<file path="config.mk">
export PLATFORM = sky130hd
export DESIGN_NAME = wb_arbiter
export DESIGN_NICKNAME = d
export VERILOG_FILES = /design/src/rtl/wb_arbiter.sv
export SDC_FILE = /design/constraint.sdc
export NUM_CORES = 1
export LEC_CHECK = 0
export CELL_PAD_IN_SITES_DETAIL_PLACEMENT = 0
export CELL_PAD_IN_SITES_GLOBAL_PLACEMENT = 1
export CORE_MARGIN = 10
export CORE_UTILIZATION = 40
export DETAILED_ROUTE_END_ITERATION = 16
export GPL_TIMING_DRIVEN = 0
export PLACE_DENSITY = 0.76
export SYNTH_ARGS = -nofsm -noshare
export SYNTH_HDL_FRONTEND = slang
export SYNTH_SLANG_ARGS = --single-unit
</file>
<file path="constraint.sdc">
create_clock -name i_clk -period 3.8 [get_ports i_clk]
set_input_delay 0.76 -clock i_clk [delete_from_list [all_inputs] [get_ports i_clk]]
set_output_delay 0.76 -clock i_clk [all_outputs]
set_load 0.01 [all_outputs]
</file>
<file path="src/rtl/wb_arbiter.sv">
// Writeback arbiter: primary pipeline writes win the register-file port; long-latency results
// queue in order and drain into idle cycles. The optional bypass network is built when WB_FWD_EN is defined.
module wb_arbiter #(
  parameter int DEPTH = 4,
  parameter int AW    = 5,
  parameter int DW    = 32
) (
  input  logic                       i_clk,
  input  logic                       i_rst,
  input  logic                       i_pwe,
  input  logic [AW-1:0]              i_pwaddr,
  input  logic [DW-1:0]              i_pwdata,
  input  logic                       i_lvalid,
  input  logic [AW-1:0]              i_laddr,
  input  logic [DW-1:0]              i_ldata,
  output logic                       o_lready,
  output logic                       o_we,
  output logic [AW-1:0]              o_waddr,
  output logic [DW-1:0]              o_wdata,
  input  logic [AW-1:0]              i_raddr1,
  input  logic [AW-1:0]              i_raddr2,
  output logic                       o_fwd1_hit,
  output logic                       o_fwd2_hit,
  output logic [DW-1:0]              o_fwd1_data,
  output logic [DW-1:0]              o_fwd2_data,
  output logic [$clog2(DEPTH):0]     o_count
);
  localparam int PW = $clog2(DEPTH);
  localparam int CW = PW + 1;

  logic [AW-1:0]    addr_q [DEPTH];
  logic [DW-1:0]    data_q [DEPTH];
  logic [DEPTH-1:0] vld_q, vld_d;
  logic [PW-1:0]    head_q, tail_q;
  logic [CW-1:0]    count_q;
  logic             we_q;
  logic [AW-1:0]    waddr_q;
  logic [DW-1:0]    wdata_q;

  logic pw_act, push, pop;

  assign o_lready = (count_q < CW'(DEPTH)) && !i_rst;
  assign pw_act   = i_pwe && (i_pwaddr != '0);
  assign push     = i_lvalid && o_lready;
  assign pop      = !pw_act && (count_q != '0);

  // The primary write is younger than anything queued, so matching entries become stale.
  always_comb begin
    vld_d = vld_q;
    for (int i = 0; i < DEPTH; i++) begin
      if (pw_act && (addr_q[i] == i_pwaddr)) vld_d[i] = 1'b0;
    end
    if (push) vld_d[tail_q] = (i_laddr != '0) && !(pw_act && (i_laddr == i_pwaddr));
  end

  always_ff @(posedge i_clk) begin
    if (push) begin
      addr_q[tail_q] <= i_laddr;
      data_q[tail_q] <= i_ldata;
    end
  end

  always_ff @(posedge i_clk) begin
    if (i_rst) begin
      vld_q   <= '0;
      head_q  <= '0;
      tail_q  <= '0;
      count_q <= '0;
      we_q    <= 1'b0;
      waddr_q <= '0;
      wdata_q <= '0;
    end else begin
      vld_q <= vld_d;
      if (push) tail_q <= tail_q + PW'(1);
      if (pop)  head_q <= head_q + PW'(1);
      if (push && !pop)      count_q <= count_q + CW'(1);
      else if (pop && !push) count_q <= count_q - CW'(1);
      if (pw_act) begin
        we_q    <= 1'b1;
        waddr_q <= i_pwaddr;
        wdata_q <= i_pwdata;
      end else if (pop) begin
        we_q    <= vld_q[head_q];
        waddr_q <= addr_q[head_q];
        wdata_q <= data_q[head_q];
      end else begin
        we_q <= 1'b0;
      end
    end
  end

  assign o_we    = we_q;
  assign o_waddr = waddr_q;
  assign o_wdata = wdata_q;
  assign o_count = count_q;

`ifdef WB_FWD_EN
  // Scan oldest to youngest so the youngest matching entry overrides; the output stage is the fallback.
  function automatic void lookup(input logic [AW-1:0] ra, output logic hit, output logic [DW-1:0] d);
    logic [PW-1:0] idx;
    hit = we_q && (waddr_q == ra);
    d   = hit ? wdata_q : '0;
    for (int k = 0; k < DEPTH; k++) begin
      idx = head_q + PW'(k);
      if ((CW'(k) < count_q) && vld_q[idx] && (addr_q[idx] == ra)) begin
        hit = 1'b1;
        d   = data_q[idx];
      end
    end
    if (ra == '0) begin
      hit = 1'b0;
      d   = '0;
    end
  endfunction

  always_comb begin
    o_fwd1_hit  = 1'b0;
    o_fwd1_data = '0;
    o_fwd2_hit  = 1'b0;
    o_fwd2_data = '0;
    lookup(i_raddr1, o_fwd1_hit, o_fwd1_data);
    lookup(i_raddr2, o_fwd2_hit, o_fwd2_data);
  end
`else
  logic unused_raddr;
  assign unused_raddr = ^{i_raddr1, i_raddr2};
  assign o_fwd1_hit  = 1'b0;
  assign o_fwd2_hit  = 1'b0;
  assign o_fwd1_data = '0;
  assign o_fwd2_data = '0;
`endif

endmodule

</file>
==> results.txt, run 1 <==
----------------------------------------------------
[Status]
  Status ... finished, final reports clean

[Synth]
  Largest family of logic cells by synthesized area ... multiplexers
  Post-Synth XOR/XNOR Area ... 2.92%
  YS warnings ... 0
  Syn_area_per_cell ... 14.5 µm²
  Simple-gate share of the synthesized area ... 5.53%
  Dominant cells by area after synthesis ... sky130_fd_sc_hd__edfxtp_1 (53%), sky130_fd_sc_hd__dfxtp_1 (12%), sky130_fd_sc_hd__mux4_2 (10%)
  Synthesized instance count ... 582
  Share of the yosys chip area belonging to registers ... 65.0%
  Unique cell type count in the Yosys netlist ... 34
  Area leader, netlist ... sky130_fd_sc_hd__edfxtp_1
  Share of Yosys cell area claimed by the top area cell type ... 52.8%
  Mapped Area ... 0.00841 mm²
  Post-synthesis mux area share ... 10.3%
  Synthesized-area fraction occupied by ao, oa, aoi and oai cells ... 6.95%
  Number of synthesized register bits ... 199
  Adder-cell area share of the yosys netlist ... 0.982%

[Timing]
  Clock Skew ... 6.20 ps
  RSZ-0062 raised after global routing ... false
  Tightest slew margin relative to the limit ... 51.5%
  Min Clock Period, post-route ... 2980 ps
  Hold WS ... 490 ps
  Final Slew Violations ... 0
  Worst Setup Slack, final ... 818 ps
  Final count of negative-setup-slack endpoints ... 0
  Fraction of the cycle the final worst path needs ... 78.5%
  Hold violation count in the final report ... 0
  Final sum of negative setup slack ... 0 ps
  Timing-limited maximum frequency ... 335 MHz
  Least-Margin Pin Slew ... 727 ps

[Setup path]
  Worst setup SP type ... input pin
  Req. time, crit path ... 3040 ps
  Crit path max fanout ... 10
  WP data arrival ... 2220 ps
  Kind of critical path ... input pin to output port
  Capturing element type of the critical path ... output port

[Routing]
  Residual DRC count ... 0
  Violation count after the first detailed-route iteration ... 283
  Average vias per placed instance ... 4.84
  Via count ... 5171
  Aggregate routed wire length ... 20900 µm
  Count of antenna-violating nets left after detailed routing ... 0
  Avg WL per Cell ... 19.5 µm
  DR pass1 iterations ... 5

[Placement]
  Placed instance count ... 1034
  Worst setup slack before clock tree synthesis ... 607 ps
  # port buffers ... 113
  Dpl hpwl ... 15100 µm
  Gp weighted congestion ... 0.791

[Clock network]
  Clock insertion delay at the later pin of the skew report ... 420 ps
  CTS Root Cell ... sky130_fd_sc_hd__clkbuf_16
  Sinks on the clock net ... 199
  Count of buffers added by post-CTS timing repair for setup ... 0
  Clock buffer depth ... 2
  Hold buffers post-CTS ... 0
  Clock-pin transition on the worst setup and hold timing paths ... 70 ps
  Count of cells resized by post-cts repair ... 0
  Clock tree from TritonCTS ... built
  Num CTS Buffers ... 17
  Number of levels in the clock H-tree ... 4

[Run]
  Max_cap viols ... 0

[Die]
  Vertical extent of the die ... 165 µm
  Effective utilization at floorplan ... 41.2%
  Full die area ... 0.0272 mm²
  Number of primary I/O pins ... 196
  Core Region ... 0.0204 mm²
  Cell Rows ... 52
  Chip Width ... 165 µm

[Pwr]
  Max VDD drop ... 0.330 mV
  Sum of internal, switching and leakage power ... 5.91 mW
  Lkg Pwr ... 3.86 nW
  Cell area power density ... 548 mW/mm²

[Layout]
  Share of post-route cells with drive strength above 1 ... 20.2%
  Synth-to-Final Area Change ... 28.3%
  Final std cells w/o fill ... 1068
  Fin nets ... 877

[GRT]
  Pin count of the biggest net entering global routing ... 27
  Global router's overall resource usage ... 15.5%
  Number of global-route vias before repair ... 5590
  Antenna violations before repair ... 3
  Grt ovf ... 0
  Wire length of the first global-routing pass ... 32000 µm

[Min path]
  Hold Crit Class ... flip-flop to flip-flop

----------------------------------------------------
==> per-layer routing <==
metal	up-vias	GRT usage (%)	wire length, µm
met5	-	0	26
met4	4	4.19	277
met3	21	6.20	2230
met2	193	24.8	9800
met1	2519	19.0	8530
li1	2434	-	-
==> synthesized netlist by cell type (all sizes together) <==
cell type / count
nor2: 41
or4: 2
o21a: 1
nand3: 6
a21oi: 42
mux2i: 1
nand3b: 4
nor4: 4
clkbuf: 23
o31ai: 3
xnor2: 18
a221oi: 1
a21boi: 1
ha: 5
xor2: 10
inv: 8
dfxtp: 51
mux4: 38
buf: 79
a211oi: 36
nand2: 46
nor3b: 1
o21ai: 3
conb: 1
o22ai: 4
fa: 1
edfxtp: 148
or3: 2
nor3: 2
==> state kept, by name, indices dropped and copies added (netlist names), 2 cells and up, named ones only <==
| signal | cells |
|---|---|
| addr_q | 20 |
| data_q | 128 |
| head_q | 2 |
| o_count | 3 |
| o_waddr | 5 |
| o_wdata | 32 |
| tail_q | 2 |
| vld_q | 4 |
==> power by group <==
part	internal [mW]	switching, mW	total, mW
Sequential	2.53	0.100	2.63
Clock	0.934	0.844	1.78
Combinational	0.706	0.799	1.51
==> path summary, 6_finish.rpt <==
kind	slack, ps	endpoint	startpoint	cells after the start
setup / recovery	820	o_lready	i_rst	4
setup reg to reg	1160	o_count[2]	o_count[2]	10
hold / removal	490	vld_q[2]	vld_q[2]	2
hold reg to reg	490	vld_q[2]	vld_q[2]	2
==> final cells by class <==
cell class	instances	area (µm²)
Antenna cell	2	5.00
Buffer	102	668
Clock buffer	17	425
Clock inverter	15	160
Fill cell	1742	9640
Inverter	8	30.0
Multi-Input combinational cell	338	2490
Sequential cell	199	5470
Tap cell	270	338
Timing Repair Buffer	117	1210
==> per-stage QoR <==
stage	instance area (µm²)	utilization [%]
6_report	10800	52.8
3_5_place_dp	10200	49.9
4_1_cts	10800	52.8
5_1_grt	10800	52.8
2_1_floorplan	8650	-
3_3_place_gp	10100	49.6
==> cell families (layout without fill, tap and decap cells) <==
family,Yosys count,in the layout
AOI/OAI and AO/OA,91,91
xor gates and xnor gates,28,28
adders and majority gates,6,6
buffers and inverters,110,259
DFF,199,199
muxes,39,39
other,1,68
and+or+nand+nor,108,108
==> worst max-delay path: stages <==
cell and delay [ps]:
sky130_fd_sc_hd__clkbuf_1 410, sky130_fd_sc_hd__clkbuf_1 460, sky130_fd_sc_hd__nor2_1 80, sky130_fd_sc_hd__clkdlybuf4s50_1 500
==> placed cells by master, fill, tap and decap left out, types with 10 or more instances in the layout <==
cell type and instances:
sky130_fd_sc_hd__edfxtp_1 148, sky130_fd_sc_hd__nor2_1 41, sky130_fd_sc_hd__xnor2_1 18, sky130_fd_sc_hd__a211oi_1 36, sky130_fd_sc_hd__dfxtp_1 51, sky130_fd_sc_hd__xor2_1 10, sky130_fd_sc_hd__conb_1 66, sky130_fd_sc_hd__clkbuf_1 23
sky130_fd_sc_hd__clkdlybuf4s50_1 113, sky130_fd_sc_hd__clkbuf_16 17, sky130_fd_sc_hd__mux4_2 38, sky130_fd_sc_hd__a21oi_1 42, sky130_fd_sc_hd__nand2_1 46, sky130_fd_sc_hd__buf_4 67
(Power assumes the default switching activity.)
==> inputs of run 2 (changes only) <==
==> constraint.sdc (replaced) <==
create_clock -name i_clk -period 2.9 [get_ports i_clk]
set_input_delay 0.58 -clock i_clk [delete_from_list [all_inputs] [get_ports i_clk]]
set_output_delay 0.58 -clock i_clk [all_outputs]
set_load 0.01 [all_outputs]
==> results of run 2 <==
The final DEF is identical to that of run 1. Status: finished, final reports clean.
Main changes from that run: setup slack after placement 607 ps -> -113 ps; setup slack after layout 818 ps -> 255 ps; hold slack 490 ps -> 483 ps; start point of the critical path i_rst -> o_count[2]; end point of the critical path o_lready -> o_count[2]; register-to-register setup slack 1160 ps -> 260 ps; end point of the worst hold path vld_q[2] -> o_waddr[3]; total power 5.91 mW -> 7.75 mW; worst IR drop on VDD 0.330 mV -> 0.432 mV
==> inputs of run 3 (changes only) <==
--- a/config.mk
+++ b/config.mk
@@ -11,6 +11,7 @@
 export CORE_UTILIZATION = 40
 export DETAILED_ROUTE_END_ITERATION = 16
 export GPL_TIMING_DRIVEN = 0
+export MAX_ROUTING_LAYER = met4
 export PLACE_DENSITY = 0.76
 export SYNTH_ARGS = -nofsm -noshare
 export SYNTH_HDL_FRONTEND = slang
==> results.txt, run 3 (synthesized netlist as in run 1, its figures left out) <==
----------------------------------------------------
[Status]
  Status ... finished, final reports clean

[Setup path]
  Startpoint of the most critical setup path ... o_count[2]
  Kind of critical path ... flip-flop to flip-flop
  WP data arrival ... 2990 ps
  Req. time, crit path ... 3260 ps
  Capturing element type of the critical path ... flip-flop
  Number of cells on the worst reg-to-reg path ... 10 (unchanged)
  Worst R2R Start ... o_count[2]
  Endpoint of the worst-slack reg-to-reg timing path ... o_count[2]
  Crit path max fanout ... 10 (unchanged)
  Register-to-register path setup slack ... 270 ps
  Crit path to ... o_count[2]
  Worst setup SP type ... flip-flop

[GRT]
  Number of global-route vias before repair ... 5602 (+0.21%)
  Pin count of the biggest net entering global routing ... 27 (unchanged)
  Antenna violations before repair ... 3 (unchanged)
  Global router's overall resource usage ... 15.9% (+0.45 points)
  Grt ovf ... 0 (unchanged)
  Wire length of the first global-routing pass ... 31900 µm (-0.22%)

[Timing]
  Fraction of the cycle the final worst path needs ... 90.8%
  Least-Margin Pin Slew ... 735 ps (+8.20 ps)
  Hold violation count in the final report ... 0 (unchanged)
  Final count of negative-setup-slack endpoints ... 0 (unchanged)
  Clock Skew ... 6.50 ps (+0.302 ps)
  Min Clock Period, post-route ... 2630 ps
  Tightest slew margin relative to the limit ... 51.0% (-0.55 points)
  RSZ-0062 raised after global routing ... false
  Final sum of negative setup slack ... 0 ps (unchanged)
  Final Slew Violations ... 0 (unchanged)
  Timing-limited maximum frequency ... 380 MHz

[Run]
  Max_cap viols ... 0 (unchanged)

[Clock network]
  Clock insertion delay at the later pin of the skew report ... 430 ps (about the same)
  Num CTS Buffers ... 17 (unchanged)
  Sinks on the clock net ... 199 (unchanged)
  Clock-pin transition on the worst setup and hold timing paths ... 70 ps (about the same)
  Clock tree from TritonCTS ... built
  Clock buffer depth ... 2 (unchanged)
  Number of levels in the clock H-tree ... 4 (unchanged)
  Count of cells resized by post-cts repair ... 0 (unchanged)
  Count of buffers added by post-CTS timing repair for setup ... 0 (unchanged)
  Hold buffers post-CTS ... 0 (unchanged)
  CTS Root Cell ... sky130_fd_sc_hd__clkbuf_16

[Die]
  Effective utilization at floorplan ... 41.2% (unchanged)
  Full die area ... 0.0272 mm² (unchanged)
  Vertical extent of the die ... 165 µm (unchanged)
  Chip Width ... 165 µm (unchanged)
  Core Region ... 0.0204 mm² (unchanged)
  Cell Rows ... 52 (unchanged)
  Number of primary I/O pins ... 196 (unchanged)

[Routing]
  Residual DRC count ... 0 (unchanged)
  Violation count after the first detailed-route iteration ... 246 (-13%)
  Avg WL per Cell ... 19.5 µm (-0.43%)
  Count of antenna-violating nets left after detailed routing ... 0 (unchanged)
  Average vias per placed instance ... 4.84 (about the same)
  Aggregate routed wire length ... 20800 µm (-0.24%)
  Via count ... 5177 (+0.12%)
  DR pass1 iterations ... 6 (+1)

[Pwr]
  Lkg Pwr ... 3.86 nW (about the same)
  Max VDD drop ... 0.434 mV
  Cell area power density ... 717 mW/mm²

[Layout]
  Leading cell type in the layout, fill and taps excluded ... sky130_fd_sc_hd__edfxtp_1
  Fin nets ... 877 (unchanged)
  Share of the core filled with cells ... 52.9% (about the same)
  Most frequent cells in the layout ... sky130_fd_sc_hd__edfxtp_1 (148), sky130_fd_sc_hd__clkdlybuf4s50_1 (113), sky130_fd_sc_hd__buf_4 (67)
  Share of post-route cells with drive strength above 1 ... 20.2% (unchanged)
  Largest register by flop count ... data_q
  Filler cells ... 1741 (-0.057%)
  Synth-to-Final Area Change ... 28.4% (about the same)
  Largest register FFs ... 128 (unchanged)

[Placement]
  # port buffers ... 113 (unchanged)
  Dpl hpwl ... 15100 µm (unchanged)
  Gp weighted congestion ... 0.802 (+1.4%)

[Min path]
  Hold Crit Class ... input pin to flip-flop

----------------------------------------------------
==> run 3: cell types whose count changed in the layout (fill, tap and decap cells not counted) <==
cell / delta
sky130_fd_sc_hd__diode_2: +2
==> run 3: how the worst min path moves through the flow <==
| stage | from | to | slack [ps] | cells after the start |
|---|---|---|---|---|
| 4_1_cts | i_pwaddr[3] | o_waddr[3] | 460 | 3 |
| 6_report | i_pwaddr[3] | o_waddr[3] | 480 | 3 |
| 2_1_floorplan | vld_q[3] | vld_q[3] | 460 | 2 |
| 3_3_place_gp | vld_q[2] | vld_q[2] | 480 | 2 |
| 5_1_grt | i_pwaddr[3] | o_waddr[3] | 470 | 3 |
| 3_5_place_dp | vld_q[2] | vld_q[2] | 480 | 2 |
==> run 3: report_power, final <==
group | switching, mW | internal, mW | leakage, nW
registers | 0.131 | 3.32 | 1.77
logic | 1.05 | 0.925 | 1.82
clock network | 1.10 | 1.22 | 0.280
total | 2.28 | 5.46 | 3.86
==> run 3: per-layer routing <==
metal	up-vias	share of wire, %	GRT usage, %
met4	0	1.3	4.19
met1	2529	42	19.4
met5	-	0	-
li1	2437	-	-
met3	16	9.7	5.55
met2	195	47	24.8
==> run 3: critical path: stages, from the launching register on <==
cell	delay [ps]
sky130_fd_sc_hd__dfxtp_1	380
sky130_fd_sc_hd__or3_1	390
sky130_fd_sc_hd__clkbuf_1	160
sky130_fd_sc_hd__clkbuf_1	290
sky130_fd_sc_hd__nand2_1	130
sky130_fd_sc_hd__ha_1	180
sky130_fd_sc_hd__inv_1	60
sky130_fd_sc_hd__fa_1	370
sky130_fd_sc_hd__xor2_1	180
sky130_fd_sc_hd__or3_1	300
sky130_fd_sc_hd__a21oi_1	140
==> run 3: layout make-up <==
class                      instances  area (µm²)  share of cell area [%]
sequential                       199        5470                    50.6
multi-input combinational        338        2490                    23.1
timing repair buffer             117        1210                    11.2
buffer                           102         668                    6.19
clock buffer                      17         425                    3.94
tap                              270         338                    3.13
clock inverter                    15         160                    1.48
inverter                           8        30.0                   0.278
antenna                            4        10.0                  0.0927
==> run 3: metrics by stage <==
step           hold WS (ps)  area, µm²  cells  worst slack, ps  power, mW
6_report                482      10800   1070              266       7.74
5_1_grt                 474      10800   1069             69.2       8.15
4_1_cts                 462      10800   1066              227       7.83
3_5_place_dp            476      10200   1034             -113       5.51
3_3_place_gp            475      10100   1030             -631       5.44
2_1_floorplan           457       8650    647              190       4.69
